--- src/rtl/pmc_pkg.sv ---
// Shared types and constants for the performance-monitor report path.
package pmc_pkg;

  // Frame sequencer states
  typedef enum logic [1:0] {
    IDLE     = 2'd0,
    HEADER   = 2'd1,
    PAYLOAD  = 2'd2,
    CHECKSUM = 2'd3
  } pmc_rpt_state_t;

  // Header + 16 payload bytes + checksum, for 32-bit counters
  localparam int unsigned PMC_FRAME_BYTES  = 18;
  localparam int unsigned PMC_NUM_COUNTERS = 4;

  // Order in which counters appear in the frame payload
  localparam int unsigned PMC_IDX_CYCLE = 0;
  localparam int unsigned PMC_IDX_STALL = 1;
  localparam int unsigned PMC_IDX_ARITH = 2;
  localparam int unsigned PMC_IDX_MEM   = 3;

endpackage

--- src/rtl/pmc_trigger_timer.sv ---
// Free-running period timer merged with the external dump request.
// trig is high on a cycle where dump_req is set or the timer sits on its
// last count; PERIOD = 0 disables the periodic source entirely.
module pmc_trigger_timer
  import pmc_pkg::*;
#(
  parameter int unsigned PERIOD = 0
) (
  input  logic clk,
  input  logic reset,
  input  logic dump_req,
  output logic trig
);

  localparam int unsigned TIMER_W = (PERIOD > 1) ? $clog2(PERIOD) : 1;
  localparam logic [TIMER_W-1:0] TIMER_LAST =
    (PERIOD > 1) ? TIMER_W'(PERIOD - 1) : '0;

  logic [TIMER_W-1:0] timer_q;
  logic [TIMER_W-1:0] timer_d;
  logic               wrap;

  // Next timer value and the merged trigger
  always_comb begin
    wrap    = (PERIOD != 0) && (timer_q == TIMER_LAST);
    timer_d = timer_q;
    if (PERIOD == 0) begin
      timer_d = '0;
    end else if (wrap) begin
      timer_d = '0;
    end else begin
      timer_d = timer_q + 1'b1;
    end
    trig = dump_req | wrap;
  end

  // Timer register, runs regardless of the frame state
  always_ff @(posedge clk or negedge reset) begin
    if (!reset) begin
      timer_q <= '0;
    end else begin
      timer_q <= timer_d;
    end
  end

endmodule

--- src/rtl/pmc_report_unit.sv ---
// Snapshots the four PMC counters and streams them as a framed byte
// sequence (header, counters MSB-first, XOR checksum of the payload)
// over a valid/ready byte interface toward the debug UART.
module pmc_report_unit
  import pmc_pkg::*;
#(
  parameter int unsigned COUNT_W     = 32,
  parameter logic [7:0]  HEADER_BYTE = 8'hA5,
  parameter int unsigned PERIOD      = 0
) (
  input  logic               clk,
  input  logic               reset,
  input  logic               dump_req,
  input  logic [COUNT_W-1:0] instr_cycle_count,
  input  logic [COUNT_W-1:0] stall_count,
  input  logic [COUNT_W-1:0] arith_count,
  input  logic [COUNT_W-1:0] mem_access_count,
  input  logic               tx_ready,
  output logic               tx_valid,
  output logic [7:0]         tx_data,
  output logic               busy,
  output logic               frame_done
);

  localparam int unsigned BYTES_PER_CNT = COUNT_W / 8;
  localparam int unsigned PAYLOAD_BYTES = PMC_NUM_COUNTERS * BYTES_PER_CNT;
  localparam int unsigned PAYLOAD_W     = PAYLOAD_BYTES * 8;
  localparam int unsigned IDX_W         = $clog2(PAYLOAD_BYTES);
  localparam int unsigned CNT_IDX_W     = $clog2(PMC_NUM_COUNTERS);

  localparam logic [IDX_W-1:0]     IDX_LAST = IDX_W'(PAYLOAD_BYTES - 1);
  localparam logic [CNT_IDX_W-1:0] I_CYC    = CNT_IDX_W'(PMC_IDX_CYCLE);
  localparam logic [CNT_IDX_W-1:0] I_STL    = CNT_IDX_W'(PMC_IDX_STALL);
  localparam logic [CNT_IDX_W-1:0] I_ARI    = CNT_IDX_W'(PMC_IDX_ARITH);
  localparam logic [CNT_IDX_W-1:0] I_MEM    = CNT_IDX_W'(PMC_IDX_MEM);

  pmc_rpt_state_t state_q;
  pmc_rpt_state_t state_d;
  logic           pending_q;
  logic           pending_d;
  logic [PMC_NUM_COUNTERS-1:0][COUNT_W-1:0] snap_q;
  logic [PMC_NUM_COUNTERS-1:0][COUNT_W-1:0] snap_d;
  logic [IDX_W-1:0] idx_q;
  logic [IDX_W-1:0] idx_d;
  logic [7:0]       checksum_q;
  logic [7:0]       checksum_d;
  logic             tx_valid_q;
  logic             tx_valid_d;
  logic [7:0]       tx_data_q;
  logic [7:0]       tx_data_d;
  logic             frame_done_q;
  logic             frame_done_d;

  logic                 trig;
  logic                 xfer;
  logic [PAYLOAD_W-1:0] payload_flat;
  logic [PAYLOAD_W-1:0] payload_shift;
  logic [IDX_W-1:0]     sel_idx;
  logic [7:0]           sel_byte;

  pmc_trigger_timer #(
    .PERIOD (PERIOD)
  ) u_trigger_timer (
    .clk      (clk),
    .reset    (reset),
    .dump_req (dump_req),
    .trig     (trig)
  );

  // Payload byte that will be presented after the current transfer
  always_comb begin
    payload_flat  = {snap_q[I_CYC], snap_q[I_STL], snap_q[I_ARI], snap_q[I_MEM]};
    sel_idx       = (state_q == HEADER) ? '0 : idx_q + 1'b1;
    payload_shift = payload_flat >> (8 * (PAYLOAD_BYTES - 1 - 32'(sel_idx)));
    sel_byte      = payload_shift[7:0];
  end

  // Frame sequencer: next state, snapshot capture and output byte staging.
  // tx_data is registered and only advances on a transfer, which keeps it
  // stable under backpressure and keeps tx_valid independent of tx_ready.
  always_comb begin
    state_d      = state_q;
    pending_d    = pending_q;
    snap_d       = snap_q;
    idx_d        = idx_q;
    checksum_d   = checksum_q;
    tx_valid_d   = tx_valid_q;
    tx_data_d    = tx_data_q;
    frame_done_d = 1'b0;
    xfer         = tx_valid_q & tx_ready;

    unique case (state_q)
      IDLE: begin
        if (trig || pending_q) begin
          state_d       = HEADER;
          snap_d[I_CYC] = instr_cycle_count;
          snap_d[I_STL] = stall_count;
          snap_d[I_ARI] = arith_count;
          snap_d[I_MEM] = mem_access_count;
          pending_d     = 1'b0;
          checksum_d    = '0;
          tx_valid_d    = 1'b1;
          tx_data_d     = HEADER_BYTE;
        end
      end
      HEADER: begin
        if (xfer) begin
          state_d   = PAYLOAD;
          idx_d     = '0;
          tx_data_d = sel_byte;
        end
      end
      PAYLOAD: begin
        if (xfer) begin
          checksum_d = checksum_q ^ tx_data_q;
          if (idx_q == IDX_LAST) begin
            state_d   = CHECKSUM;
            tx_data_d = checksum_q ^ tx_data_q;
          end else begin
            idx_d     = idx_q + 1'b1;
            tx_data_d = sel_byte;
          end
        end
      end
      CHECKSUM: begin
        if (xfer) begin
          state_d      = IDLE;
          tx_valid_d   = 1'b0;
          tx_data_d    = '0;
          frame_done_d = 1'b1;
        end
      end
      default: begin
        state_d = IDLE;
      end
    endcase

    // Requests arriving mid-frame (including on the checksum edge) queue one frame
    if (trig && (state_q != IDLE)) begin
      pending_d = 1'b1;
    end
  end

  // State and datapath registers
  always_ff @(posedge clk or negedge reset) begin
    if (!reset) begin
      state_q      <= IDLE;
      pending_q    <= 1'b0;
      snap_q       <= '0;
      idx_q        <= '0;
      checksum_q   <= '0;
      tx_valid_q   <= 1'b0;
      tx_data_q    <= '0;
      frame_done_q <= 1'b0;
    end else begin
      state_q      <= state_d;
      pending_q    <= pending_d;
      snap_q       <= snap_d;
      idx_q        <= idx_d;
      checksum_q   <= checksum_d;
      tx_valid_q   <= tx_valid_d;
      tx_data_q    <= tx_data_d;
      frame_done_q <= frame_done_d;
    end
  end

  // Output drive
  always_comb begin
    tx_valid   = tx_valid_q;
    tx_data    = tx_data_q;
    busy       = (state_q != IDLE);
    frame_done = frame_done_q;
  end

endmodule
--- config.mk ---
export PLATFORM = sky130hd
export DESIGN_NAME = pmc_report_unit
export DESIGN_NICKNAME = d
export VERILOG_FILES = /design/src/rtl/pmc_pkg.sv /design/src/rtl/pmc_trigger_timer.sv /design/src/rtl/pmc_report_unit.sv
export SDC_FILE = /design/constraint.sdc
export NUM_CORES = 1
export LEC_CHECK = 0
export ABC_CLOCK_PERIOD_IN_PS = 3430
export CORE_MARGIN = 1
export CORE_UTILIZATION = 57
export CTS_CLUSTER_DIAMETER = 60
export DETAILED_ROUTE_END_ITERATION = 10
export GPL_TIMING_DRIVEN = 0
export PLACE_DENSITY_LB_ADDON = 0.3
export RECOVER_POWER = 25
export SLEW_MARGIN = 20
export SYNTH_ARGS = -nofsm -noshare
export SYNTH_HDL_FRONTEND = slang
export SYNTH_HIERARCHICAL = 1
export SYNTH_SLANG_ARGS = --single-unit
--- constraint.sdc ---
create_clock -name clk -period 3.43 [get_ports clk]
set_input_delay 0.686 -clock clk [delete_from_list [all_inputs] [get_ports clk]]
set_output_delay 0.686 -clock clk [all_outputs]
set_load 0.02 [all_outputs]
# [Word-level counts from Yosys, hierarchy flattened]
# Cells that the tools add are included.
[op_classes] n_reduce_logical=16 shift=1 bitwise_logic=2 mux=28 eq_ne=10 n_addsub=2
[op_table] operator="128-bit by 32-bit right shift with 8-bit output" n=1
[op_table] operator="8-bit 2-to-1 mux" n=7
[op_table] operator="8-bit one-hot mux with 4 select lines" n=1
[op_table] operator="4-bit 2-to-1 mux" n=4
[op_table] operator="8-bit one-hot mux with 2 select lines" n=1
[op_table] operator="2-bit != test, second input constant" n=6
[op_table] operator="2-bit nonzero test" n=6
[op_table] operator="2-bit 2-to-1 mux" n=5
[op_table] operator="2-bit one-hot mux with 4 select lines" n=1
[op_table] operator="4-bit one-hot mux with 2 select lines" n=1
[op_table] operator="4-bit AND reduction" n=2
[op_table] operator="8-bit bitwise XOR" n=1
[op_table] operator="1-bit 2-to-1 mux" n=7
[op_table] operator="3-bit AND reduction" n=2
[op_table] operator="5-bit AND reduction" n=1
[op_table] operator="4-bit by 4-bit subtractor with 5-bit output, first input constant" n=1
[op_table] operator="4-bit by 1-bit adder with 4-bit output, second input constant" n=1
[op_table] operator="2-bit == test, second input constant" n=2
[op_table] operator="4-bit == test, second input constant" n=1
[op_table] operator="2-bit AND reduction" n=2
[op_table] operator="2-bit by 1-bit == test with 1-bit output, second input constant" n=1
[op_table] operator="2-bit zero test" n=1
[op_table] operator="1-bit one-hot mux with 2 select lines" n=1
[op_table] operator="1-bit AND" n=1
[op_table] operator="2 further kinds" n=2
[totals] elab_cells=70 regBits=153 output_inout_bits=11 input_bits=132

# [Longest topological paths before layout]
# Gate-level depths: netlist of run 1.
[depth] ltp_word=7 depth_mapped=10 depth_no_buf=8

# [Cells and area by module]
# The synthesis of run 1 kept the hierarchy.
[modules_own_cells] module="pmc_report_unit" n_inst=1 cells_each=607 area_per_inst_um2=7568.5 seq_area_each_um2=3828.7
[modules_own_cells] module="pmc_trigger_timer" n_inst=1 cells_each=1 area_per_inst_um2=7.5 seq_area_each_um2=0.0

# [Worst setup path before layout of run 1]
# No wires, ideal clock.
[synth_timing] path_kind="register -> register" from="reg idx_q[0]" to="reg tx_data_q[4] (netlist: tx_data[4])" synth_period_minus_slack_ns=2.037 setup_ns=0.126 n_path_buf=2 t_arrival_ns=1.911 path_stages_with_launch=9 path_slack_ns=1.393 t_required_ns=3.304 cell_sequence="dfrtp_1 -> ha_1 -> nand2b_1 -> clkbuf_1 -> buf_2 -> a31oi_1 -> a32oi_1 -> a2bb2oi_1 -> a221o_1"
[synth_between] elab_chain_len=7 word_cells_on_any_way=9 classes_between="2 x add/sub; 1 x eq/ne; 1 x shift; 5 x mux"
[synth_rtl] element="start: declaration" line="pmc_report_unit.sv:43" source="logic [IDX_W-1:0] idx_q;"
[synth_rtl] element="start signal: assignment" line="pmc_report_unit.sv:159" source="idx_q <= idx_d;"
[synth_rtl] element="4-bit by 1-bit adder with 4-bit output" line="pmc_report_unit.sv:73" source="sel_idx = (state_q == HEADER) ? '0 : idx_q + 1'b1;"
[synth_rtl] element="4-bit 2-to-1 mux" line="pmc_report_unit.sv:73"
[synth_rtl] element="4-bit by 4-bit subtractor with 5-bit output" line="pmc_report_unit.sv:74" source="payload_shift = payload_flat >> (8 * (PAYLOAD_BYTES - 1 - 32'(sel_idx)));"
[synth_rtl] element="128-bit by 32-bit right shift with 8-bit output" line="pmc_report_unit.sv:74"
[synth_rtl] element="8-bit 2-to-1 mux" line="pmc_report_unit.sv:116" source="if (idx_q == IDX_LAST) begin"
[synth_rtl] element="8-bit 2-to-1 mux" line="pmc_report_unit.sv:114" source="if (xfer) begin"
[synth_rtl] element="8-bit one-hot mux with 4 select lines *" line="pmc_report_unit.sv:92" source="unique case (state_q)"
[synth_rtl] element="end signal: assignment" line="pmc_report_unit.sv:162" source="tx_data_q <= tx_data_d;"
[synth_rtl] element="end: declaration" line="pmc_report_unit.sv:49" source="logic [7:0] tx_data_q;"
# Mark *: on every way between the ends. The rest lies on a longest branch, timed or not. The select of a mux whose other input is x is not followed.
# A chain may end at the register's enable or synchronous reset.

# [Final worst setup path of run 1]
[layout_timing] from="reg state_q[0]" to="out busy"
[layout_between] elab_chain_len=1
[layout_rtl] element="start: declaration" line="pmc_report_unit.sv:37" source="pmc_rpt_state_t state_q;"
[layout_rtl] element="start signal: assignment" line="pmc_report_unit.sv:156" source="state_q <= state_d;"
[layout_rtl] element="2-bit nonzero test" line="pmc_report_unit.sv:171" source="busy = (state_q != IDLE);"
[layout_rtl] element="end: declaration" line="pmc_report_unit.sv:21" source="output logic busy,"
# No other way between the ends.

==> implementation parameters, run 1 <==
Parameter                              Value

Setup path
  Worst r2r path cells    8
  Cell at the slowest stage of the critical path    sky130_fd_sc_hd__clkdlybuf4s50_1
  Maximum net fanout on the critical path    10
  Critical path's top delay family    buffers and inverters
  Data required time at the worst endpoint    between 2 and 3 ns
  Reg2reg setup slack    0.73 ns
  Critical path buffer and inverter count    4
  Kind of start point of the critical path    flip-flop
  WP data arrival    2.05 ns
  Most common cell on crit path    sky130_fd_sc_hd__inv_1
  Worst Setup End Kind    primary output
  Cell Chain, Critical Path    inv_1 > ha_1 > buf_2 > inv_1 > clkdlybuf4s50_1
  WS Path Type    reg -> out
  Crit-path max cell delay    between 0.6 and 0.7 ns
  Launching point of the worst reg2reg path    idx_q[0]
  Destination of the worst register-to-register timing path    tx_data[3]

Place
  Final GP Congestion    0.9304
  Dpl ws    about 0.7 ns
  Detailed Place HPWL    approximately 15000 um
  Count of port buffers added during placement    approximately 140

CTS
  Cell chosen for the clock root    sky130_fd_sc_hd__clkbuf_16
  Clock slew at reported path FFs    approximately 0.06 ns
  Hold buffer count at CTS    0
  Setup repair bufs after CTS    0
  Post_cts resized    0
  CTS tree    yes
  Number of levels in the clock H-tree    4
  Clk buf depth    2
  Sinks on the clock net    roughly 150
  Latest clock arrival within the worst-skew pair    0.43 ns
  Num CTS Buffers    17

Layout
  Number of filler instances in the final layout    770
  Fraction of the core area covered by cells at the end of the flow    between 70% and 80%
  Layout net count    between 900 and 1k
  Area added between synthesis and finish    29.81%
  Ratio of cells with drive above 1 in the final layout    roughly 30%
  Sequential standard cell area    between 3000 and 4000 um2
  Antenna diode instance count    0
  Multi-input gate area    about 3500 um2

Routing
  DRC errors left    0
  Highest routed metal layer    met4
  Vias post-DR    slightly below 6k
  Post-detailed-route wirelength per cell    roughly 21 um
  Met1 WL    roughly 8200 um
  Number of iterations in the first detailed-routing pass    5
  Wire length on met3    ~1200 um
  Initial detailed-routing violation count    between 400 and 500
  Final antenna-violating net count    0
  Routed Wire Length    just over 20000 um
  Vias per cell    slightly above 6
  WL met2    between 10000 and 15000 um

Flow run
  Max-cap violations    0

Timing
  Peak clock frequency supported by timing    about 0.37 GHz
  Transition time of the tightest slew-check pin    about 1.4 ns
  Period utilisation layout    about four fifths
  RSZ-0062 raised after global routing    no
  Setup total negative slack    0 ns
  Slew Limit Headroom    under 10%
  Final-report hold violation count    0
  Final Skew    0.008786 ns
  Final period demand of the worst path    approximately 2.7 ns
  Worst Setup Slack, final    just under 0.7 ns
  Number of max-slew violations in the final report    0
  Finish-stage setup viols    0

GRT
  Initial antenna violation count    0
  GR Overflow Total    0
  Via count of the first global-routing pass    6007
  Global router's overall resource usage    between 30% and 40%
  Global-route wire length before repair    approximately 31000 um
  Largest net degree at the start of global routing    approximately 110

Yosys
  Area share of fa/ha/maj cells after synthesis    less than 1%
  Share of the synthesized area in compound gates (AO/OA/AOI/OAI)    about a tenth
  Share of synthesized area occupied by flip-flops and latches    50.54%
  Synth Area in Simple Gates    8.770%
  Share of async-settable or async-resettable flops after synthesis    100.0%
  Nets in the synthesized netlist    745
  Syn_area_per_cell    12.46 um2
  Area of the mapped netlist    approximately 7600 um2
  Number of enable flip-flop cells after synthesis    0
  Count of warnings emitted by yosys    6
  Largest cells by area after synthesis    sky130_fd_sc_hd__dfrtp_1 (51%), sky130_fd_sc_hd__mux2_2 (20%), sky130_fd_sc_hd__mux4_2 (3.6%)
  Top_reg_cell synth    sky130_fd_sc_hd__dfrtp_1
  Yosys cell types    68
  Gate count after technology mapping    between 600 and 700
  Multiplexer share of the synthesized area    between 20% and 30%
  Total of flip-flops plus latches after synthesis    roughly 150
  Combinational family with the most area after synthesis    multiplexers
  Synthesized-area fraction occupied by xor and xnor cells    less than 1%
  Cell taking the most area after synthesis    sky130_fd_sc_hd__dfrtp_1
  Most used standard cell by instance count after synthesis    sky130_fd_sc_hd__dfrtp_1
  Commonest cells in the netlist    sky130_fd_sc_hd__dfrtp_1 (153), sky130_fd_sc_hd__mux2_2 (133), sky130_fd_sc_hd__nand2_1 (50)
  Top cell type's share of synthesized area    50.54%

Floorplan
  Number of placement rows    41
  Vertical die dimension    117.3 um
  I/O pin count    between 100 and 150
  Initial core utilization    approximately three fifths
  Placeable core region    approximately 13000 um2
  Total Die Area    between 10000 and 15000 um2
  Die width    approximately 120 um

Worst hold path
  Path category of the worst min-delay check    in -> async

Pwr
  Total power per unit cell area    just over 400 nW/um2
  Leak pwr    around 4.5 nW
  Worst IR drop on VDD    approximately 0.33 mV
  Post-layout power    ~4.0 mW

Status
  Outcome    completed
-- cell type report --
cell class / instances / area share (%)
clock buffer: 20 / 4.644
clock inverter: 12 / 1.654
tap: 172 / 2.188
timing repair buffer: 142 / 14.48
multi-input combinational: 410 / 35.51
sequential: 153 / 38.93
inverter: 7 / 0.2672
buffer: 38 / 2.328
-- power by group --
group | leakage, nW | switching [mW] | internal [mW] | total, mW
Sequential | 2.13 | 0.0000000000000000111 | 1.80 | 1.80
Combinational | 2.12 | 0.0632 | 0.132 | 0.195
Clock | 0.298 | 0.781 | 1.19 | 1.97
-- metal layers --
layer | track usage (%) | vias to the layer above
met5 | 0 | -
met4 | 16.71 | 0
met3 | 6.797 | 60
met2 | 52.20 | 258
met1 | 39.98 | 2970
li1 | - | 2551
-- kinds of logic (layout without fill, tap and decap cells) --
family                     count (synthesis)  count (layout)
muxes                                    162             162
DFF                                      153             153
and+or+nand+nor                          130             130
AOI/OAI and AO/OA                        111             111
buffers and inverters                     45             219
adders and majority gates                  5               5
xor gates and xnor gates                   2               2
-- through the flow --
| stage | area (um2) | instances | hold slack (ns) |
|---|---|---|---|
| after floorplan | 7576 | 608 | 0.3904 |
| after global placement | 9203 | 921 | 0.4804 |
| after detailed placement | 9235 | 922 | 0.4872 |
| after CTS | 9854 | 954 | 0.1539 |
| after global routing | 9834 | 954 | 0.1642 |
| final | 9834 | 954 | 0.1392 |
-- cell usage in the layout, fill, tap and decap left out, drive strengths merged, types with 5 or more instances in the layout --
cell           synthesis  final
o22ai                  6      6
nor3                   6      6
a21oi                 21     21
ha                     5      5
nand2b                15     15
dfrtp                153    153
clkdlybuf4s50          0    139
mux4                  14     14
buf                   32     33
or2                    5      5
mux2i                 14     14
nor2b                  7      7
mux2                 134    134
nand2                 51     51
a22o                   9      9
a31oi                  9      9
o21ai                 30     30
a211oi                 5      5
a221oi                 5      5
nand3                 10     10
inv                    7     11
clkbuf                 6     27
nor2                  22     22
-- worst max path at each step --
stage | start | end | cells past startpoint
2_1_floorplan | idx_q[0] | tx_data[4] | 8
3_3_place_gp | reset | payload_flat[16] | 1
3_5_place_dp | tx_ready | tx_data[5] | 8
4_1_cts | state_q[0] | busy | 5
5_1_grt | state_q[0] | busy | 5
6_report | state_q[0] | busy | 5
-- registers in the layout (all words and copies together), names as in the netlist --
register      count
tx_valid          1
frame_done        1
pending_q         1
tx_data           8
checksum_q        8
state_q           2
idx_q             4
payload_flat    128
(Power assumes the default switching activity.)
==> run 2, diff against run 1 <==
--- a/config.mk
+++ b/config.mk
@@ -5,9 +5,9 @@
 export SDC_FILE = /design/constraint.sdc
 export NUM_CORES = 1
 export LEC_CHECK = 0
-export ABC_CLOCK_PERIOD_IN_PS = 3430
+export ABC_CLOCK_PERIOD_IN_PS = 2900
 export CORE_MARGIN = 1
-export CORE_UTILIZATION = 57
+export CORE_UTILIZATION = 53
 export CTS_CLUSTER_DIAMETER = 60
 export DETAILED_ROUTE_END_ITERATION = 10
 export GPL_TIMING_DRIVEN = 0
==> constraint.sdc (replaced) <==
create_clock -name clk -period 2.9 [get_ports clk]
set_input_delay 0.58 -clock clk [delete_from_list [all_inputs] [get_ports clk]]
set_output_delay 0.58 -clock clk [all_outputs]
set_load 0.02 [all_outputs]
==> implementation parameters, run 2 (synthesized netlist as in run 1, its figures left out) <==
Parameter                              Value

Status
  Outcome    finished, violations left
  Violations in the final reports    capacitance limit, slew limit

Routing
  Number of iterations in the first detailed-routing pass    5
  Post-detailed-route wirelength per cell    21.12 um
  Routed Wire Length    around 20000 um
  Vias post-DR    roughly 5.8k
  Vias per cell    ~6
  DRC errors left    0
  Initial detailed-routing violation count    about 430
  Final antenna-violating net count    0

Flow run
  Max-cap violations    1

Setup path
  Crit-path max cell delay    between 0.4 and 0.5 ns
  Cell at the slowest stage of the critical path    sky130_fd_sc_hd__ha_1
  Worst r2r path cells    8
  Total stage count of the critical path    8
  Critical path's top delay family    buffers and inverters
  Kind of start point of the critical path    flip-flop
  Cell Chain, Critical Path    ha_1 > nand2b_1 > clkbuf_1 > buf_2 > nand3_1 > a32oi_1 > a32o_1 > o211ai_2
  Maximum net fanout on the critical path    10
  WP data arrival    between 3 and 4 ns
  Critical path buffer and inverter count    2
  Data required time at the worst endpoint    roughly 3.2 ns
  Worst Setup End Kind    flip-flop
  WS Path Type    reg -> reg

Layout
  Most used cells in the layout excluding fill and tap cells    sky130_fd_sc_hd__dfrtp_1 (153), sky130_fd_sc_hd__clkdlybuf4s50_1 (140), sky130_fd_sc_hd__mux2_2 (133)
  Antenna diode instance count    0
  Ratio of cells with drive above 1 in the final layout    29.54%
  Layout Cells excl Fill    a little under 1k
  Fraction of the core area covered by cells at the end of the flow    about 71%
  Commonest non-fill, non-tap cell in the layout    sky130_fd_sc_hd__dfrtp_1
  Number of filler instances in the final layout    ~980
  Area added between synthesis and finish    29.89%
  Flip-flop count of the largest register after layout    128
  Layout net count    ~900

Place
  Placed cell count    930
  Final GP Congestion    roughly 0.90
  Detailed Place HPWL    between 10000 and 15000 um
  Count of port buffers added during placement    approximately 140

GRT
  Global router's overall resource usage    between 20 and 30%
  Via count of the first global-routing pass    6100
  Initial antenna violation count    0
  GR Overflow Total    0
  Largest net degree at the start of global routing    94
  Global-route wire length before repair    ~32000 um

CTS
  Hold buffer count at CTS    0
  Clock slew at reported path FFs    0.06 ns
  Latest clock arrival within the worst-skew pair    ~0.44 ns
  Sinks on the clock net    153
  CTS tree    yes
  Cell chosen for the clock root    sky130_fd_sc_hd__clkbuf_16
  Number of levels in the clock H-tree    4
  Setup repair bufs after CTS    0
  Post_cts resized    0
  Num CTS Buffers    17
  Clk buf depth    2

Timing
  Setup total negative slack    0 ns
  Final Skew    ~0.013 ns
  Number of max-slew violations in the final report    61
  Peak clock frequency supported by timing    0.3635 GHz
  Finish-stage setup viols    0
  Final period demand of the worst path    between 2 and 3 ns
  RSZ-0062 raised after global routing    no
  Final Hold Slack    between 0.4 and 0.5 ns
  Slew Limit Headroom    -7.026%
  Final-report hold violation count    0
  Period utilisation layout    between 90% and 100%
  Transition time of the tightest slew-check pin    1.605 ns

Pwr
  Sequential power share    between 40% and 50%
  Combinational Power Share    around 5%
  Worst IR drop on VDD    between 0.4 and 0.5 mV
  Total power per unit cell area    between 400 and 500 nW/um2
  Switch share    between 20 and 25%
  Post-layout power    4.668 mW
  Leak pwr    between 4 and 5 nW
  Clk pwr share    about half
  Int Power    between 3 and 4 mW
  NetSw    approximately 1.1 mW

Worst hold path
  Worst hold path depth    3
  Path category of the worst min-delay check    in -> reg

Floorplan
  Initial core utilization    54.37%
  Placeable core region    around 14000 um2
  Vertical die dimension    ~120 um
  Total Die Area    between 10000 and 15000 um2
  Number of placement rows    43
  Die width    roughly 120 um
  I/O pin count    between 100 and 150
-- run 2: cell count changes in the layout (fill, tap and decap cells not counted), sizes merged --
cell	change
bufinv	-1
clkdlybuf4s50	+1
dlygate4sd3	-1
clkbuf	-2
inv	+5
clkinvlp	-1
clkinv	-1
-- run 2: metal layers --
layer	vias to the layer above	wire, um	global-route usage [%]
met1	2918	8118	36.79
met5	-	0	0
met2	263	10160	49.54
li1	2547	-	-
met3	54	1352	7.116
met4	0	679	13.43
-- run 2: power groups by stage --
stage / combinational, mW / clock (mW) / sequential [mW]
global placement: 0.232 / 0 / 2.18
detailed placement: 0.239 / 0 / 2.17
global route: 0.252 / 2.41 / 2.13
finish: 0.235 / 2.30 / 2.13
CTS: 0.241 / 2.32 / 2.13
floorplan: 0.00338 / 0 / 2.17
-- run 2: final cells by class --
class	count	area (um2)	area share (%)
Clock inverter	14	176.4	1.793
Tap cell	180	225.2	2.289
Inverter	7	26.28	0.2670
Sequential cell	153	3829	38.91
Clock buffer	18	429.2	4.361
Buffer	38	229.0	2.327
Multi-Input combinational cell	410	3492	35.49
Timing Repair Buffer	142	1434	14.57
-- run 2: worst paths after layout --
kind	startpoint	endpoint	slack, ns
worst min register to register	payload_flat[37]	payload_flat[37]	0.50
min in group asynchronous	reset	tx_valid	0.53
max in group asynchronous	reset	payload_flat[103]	1.24
worst max-delay path	idx_q[0]	tx_data[1]	0.15
worst min-delay path	dump_req	pending_q	0.41
worst max register to register	idx_q[0]	tx_data[1]	0.15
-- run 2: through the flow --
step | setup slack [ns] | instance area [um2]
final | 0.1490 | 9841
after global routing | 0.07778 | 9841
after CTS | 0.2416 | 9851
after detailed placement | 0.2861 | 9245
after global placement | -4.612 | 9213
after floorplan | 0.8627 | 7576
-- run 2: worst min-delay path: stages --
cell                     delay (ns)
sky130_fd_sc_hd__buf_4         0.09
sky130_fd_sc_hd__nor2_1        0.06
sky130_fd_sc_hd__nor2_1        0.08
